File: config.mk
export PLATFORM = sky130hd
export DESIGN_NAME = subtractor_8_bit_flat
export DESIGN_NICKNAME = d
export VERILOG_FILES = /design/src/rtl/subtractor_8_bit_if.sv /design/src/rtl/subtractor_8_bit.sv /design/src/flat_wrapper.sv
export SDC_FILE = /design/constraint.sdc
export NUM_CORES = 1
export LEC_CHECK = 0
export ABC_AREA = 1
export BUFFER_PORTS_ARGS = -buffer_cell sky130_fd_sc_hd__buf_4
export CAP_MARGIN = 40
export CORE_AREA = 3 3 40 42
export DETAILED_ROUTE_END_ITERATION = 10
export DIE_AREA = 0 0 43 45
export PLACE_DENSITY_LB_ADDON = 0.2
export SLEW_MARGIN = 20
export SYNTH_ARGS = -nofsm -noshare
export SYNTH_HDL_FRONTEND = slang
export SYNTH_SLANG_ARGS = --single-unit
export TNS_END_PERCENT = 30
File: constraint.sdc
create_clock -name clk -period 0.8 [get_ports clk]
set_clock_uncertainty 0.05 [all_clocks]
set_input_delay 0.08 -clock clk [delete_from_list [all_inputs] [get_ports clk]]
set_output_delay 0.08 -clock clk [all_outputs]
set_load 0.02 [all_outputs]
File: src/rtl/subtractor_8_bit_if.sv
// Operand/result bundle for the 8-bit subtractor. The master drives operands,
// the slave (the subtractor) returns the registered difference and borrow-out.
interface subtractor_8_bit_if;
  logic [7:0] A;
  logic [7:0] B;
  logic       BorrowIn;
  logic [7:0] Diff;
  logic       error;

  modport master (
    output A,
    output B,
    output BorrowIn,
    input  Diff,
    input  error
  );

  modport slave (
    input  A,
    input  B,
    input  BorrowIn,
    output Diff,
    output error
  );
endinterface : subtractor_8_bit_if

File: src/rtl/subtractor_8_bit.sv
// 8-bit unsigned ripple-borrow subtractor, Diff = A - B - BorrowIn, with the
// difference and the borrow-out (underflow flag) registered for one-cycle latency.
module subtractor_8_bit (
  input  logic                 clk,
  input  logic                 rst_n,
  subtractor_8_bit_if.slave    bus
);

  logic [8:0] w_bw;
  logic [7:0] w_d;
  logic [7:0] r_diff;
  logic       r_error;

  assign w_bw[0] = bus.BorrowIn;

  // One full subtractor per bit; the borrow ripples from bit 0 up to bit 7.
  for (genvar i = 0; i < 8; i++) begin : g_fs
    assign w_d[i]    = bus.A[i] ^ bus.B[i] ^ w_bw[i];
    assign w_bw[i+1] = (~bus.A[i] & bus.B[i]) | (~(bus.A[i] ^ bus.B[i]) & w_bw[i]);
  end

  // NOTE: state is updated with non-blocking assignments so every flop samples
  // the pre-edge values regardless of statement order.
  always_ff @(posedge clk or negedge rst_n) begin
    if (!rst_n) begin
      r_diff  <= 8'h00;
      r_error <= 1'b0;
    end else begin
      r_diff  <= w_d;
      r_error <= w_bw[8];
    end
  end

  assign bus.Diff  = r_diff;
  assign bus.error = r_error;

endmodule : subtractor_8_bit

File: src/flat_wrapper.sv
// flat-port wrapper written by rule: the top's interface ports become plain ports
module subtractor_8_bit_flat 
  (clk, rst_n, bus_A, bus_B, bus_BorrowIn, bus_Diff, bus_error);
  subtractor_8_bit_if bus_i ();
  input  logic clk;
  input  logic rst_n;
  input wire logic [$bits(bus_i.A)-1:0] bus_A;
  input wire logic [$bits(bus_i.B)-1:0] bus_B;
  input wire logic [$bits(bus_i.BorrowIn)-1:0] bus_BorrowIn;
  output wire logic [$bits(bus_i.Diff)-1:0] bus_Diff;
  output wire logic [$bits(bus_i.error)-1:0] bus_error;
  assign bus_i.A = bus_A;
  assign bus_i.B = bus_B;
  assign bus_i.BorrowIn = bus_BorrowIn;
  assign bus_Diff = bus_i.Diff;
  assign bus_error = bus_i.error;
  subtractor_8_bit u_core (.clk(clk), .rst_n(rst_n), .bus(bus_i));
endmodule
==> flow_summary.toml <==
[outcome]
status = "complete, but fails checks"
violations = "negative setup slack"

[floorplanning]
die-area_um2 = 1935
fp-row-count = 13
core-area_um2 = 1285
num_io_pins = 28
die_h_um = 45
start_util_pct = 35.25
fp.dieW_um = 43

[sta]
period_needed_ns = 2.893
period_share_pct = 361.6
layout_setup_ws_ns = -2.093
max_slew_margin_pct = 92.81
clock.fmax_mhz = 345.7
slew_violations = 0
worstMarginPinSlew_ns = 0.1079
final-setup-viol-count = 17
rsz0062_at_grt = "true"
hold_viol = 0

[final_layout]
diodes = 0
seq_area_um2 = 225.2
fin_cells = 82
drive_gt1_share_pct = 70.15
nFillCells = 118
final_nets = 95
multi_input_area_um2 = 180.2
area_delta_synth_final_pct = 70.99

[clock_network]
clk_pin_slew_ns = 0.05
cts_tree = "yes"
cts_made_buffers = 3
htreeDepth = 1
clkSinkCount = 9
root_buffer = "clkbuf_4"
cts_buffer_depth = 2

[grt]
grt_util_all_layers_pct = 7.455
grt_pass1_wl_mm = 1.035
antenna_found_initial = 0
grt_overflow = 0
grt_max_degree = 10
grt_pass1_vias = 286

[critical_path]
worst-path-stages = 12
worstSetupPathType = "in2reg"
cp-start-kind = "primary input"
end_kind = "flop"
cp_max_fo = 1
arrival_ns = 2.97
crit_slowest_cell = "fa_2"
crit_family = "adder cells"
worstPathRequired_ns = 0.87
crit_chain = "buf_6, inv_4, fa_2, inv_2, fa_2, fa_2, fa_2, fa_2, fa_2, fa_2, inv_2, fa_2"
cpMostUsedCell = "fa_2"
slowest_delay_ns = 0.41
path_buf_inv = 4

[place]
post-place-ws_ns = -2.375
portBuffers = 27
dp_cells = 77
gp_congestion = 0.5508

[synth]
syn-instance-count = 35
ys_types = 3
netlist_area_um2 = 452.9
syn-num-nets = 62
ys_seq_elements = 9
synth_warnings = 0
yosysSeqAreaShare_pct = 49.72
syn_area_per_cell_um2 = 12.94

[worst_hold_path]
hold_start = "bus_A[0]"
hold_class = "in2reg"
hold_path_end = "u_core.bus.Diff[0]"
min_path_cells = 2

[route]
vias = 299
routed_via_density = 3.646
dr.first_iter.drc_count = 0
wl_per_cell_um = 7.610
antenna_left = 0
first_pass_iters = 1
wl_um = 624
drcViolationCount = 0

[power_and_ir_drop]
powerDensity_nw_per_um2 = 1830
ir_drop_mv = 0.8250
p_leak_nw = 0.4057

[run]
cap_violations = 0
-- synth_stat cells (all sizes together) --
cell    n  share of area (%)
inv    18                 15
fa      8                 35
dfrtp   9                 50
-- cell usage in the layout (no fill, tap or decap) --
cell / count
dfrtp_1: 9
buf_4: 16
buf_6: 11
dlygate4sd3_1: 1
inv_4: 1
clkbuf_1: 1
fa_2: 8
inv_1: 9
clkbuf_4: 3
inv_2: 8
-- where the power goes --
part	total [W]	internal, W	switching, W
combinational	0.000523	0.000285	0.000238
clock	0.000321	0.000190	0.000131
sequential	0.000573	0.000538	0.0000351
-- logic make-up (layout without fill, tap and decap cells) --
kind of cell | count (synthesis) | count (layout) | synth area share [%]
buf+inv | 18 | 50 | 14.92
flops | 9 | 9 | 49.72
fa+ha+maj | 8 | 8 | 35.36
-- stage by stage --
step	TNS, ns	total power (W)	util [%]	cell area, um2	hold slack (ns)
finish	-10.40	0.001417	60.27	774.5	0.07838
global route	-10.97	0.001510	60.27	774.5	0.07711
global placement	-12.02	0.001015	53.85	691.9	-0.1472
floorplan	-10.71	0.0007830	-	470.5	-0.2656
CTS	-10.50	0.001432	60.27	774.5	0.07378
detailed placement	-12.11	0.001021	53.85	691.9	-0.1477
-- cell type report --
cell class / instances / area share, %
clock buffer: 4 / 3.393
inverter: 18 / 9.047
multi-input combinational: 8 / 23.26
sequential: 9 / 29.08
tap: 15 / 2.423
timing repair buffer: 28 / 32.79
-- metal layers --
| layer | part of all wire (%) | up-vias | GRT usage [%] |
|---|---|---|---|
| met5 | 0 | - | 0 |
| met4 | 2.7 | 0 | 9.036 |
| met3 | 15 | 2 | 0 |
| met2 | 46 | 22 | 11.08 |
| met1 | 37 | 124 | 9.186 |
| li1 | - | 151 | - |
-- flip-flops by register name (all words and copies together), names as in the netlist --
register / count
u_core.bus.Diff: 8
u_core.bus.error: 1
-- worst max-delay path by stage --
stage	from	end	slack [ns]
floorplan	bus_BorrowIn	u_core.bus.Diff[7]	-2.18
global placement	bus_BorrowIn	u_core.bus.Diff[7]	-2.36
detailed placement	bus_BorrowIn	u_core.bus.Diff[7]	-2.37
CTS	bus_BorrowIn	u_core.bus.Diff[7]	-2.10
global route	bus_BorrowIn	u_core.bus.Diff[7]	-2.15
finish	bus_BorrowIn	u_core.bus.Diff[7]	-2.09
-- repair_timing --
action / in CTS / in global routing
hold endpoints to repair: 9 / 0
hold buffers: 1 / 0
gates resized for setup: 15 / 4
setup buffers: 0 / 0
setup endpoints to repair: 17 / 17
(Power assumes the default switching activity.)
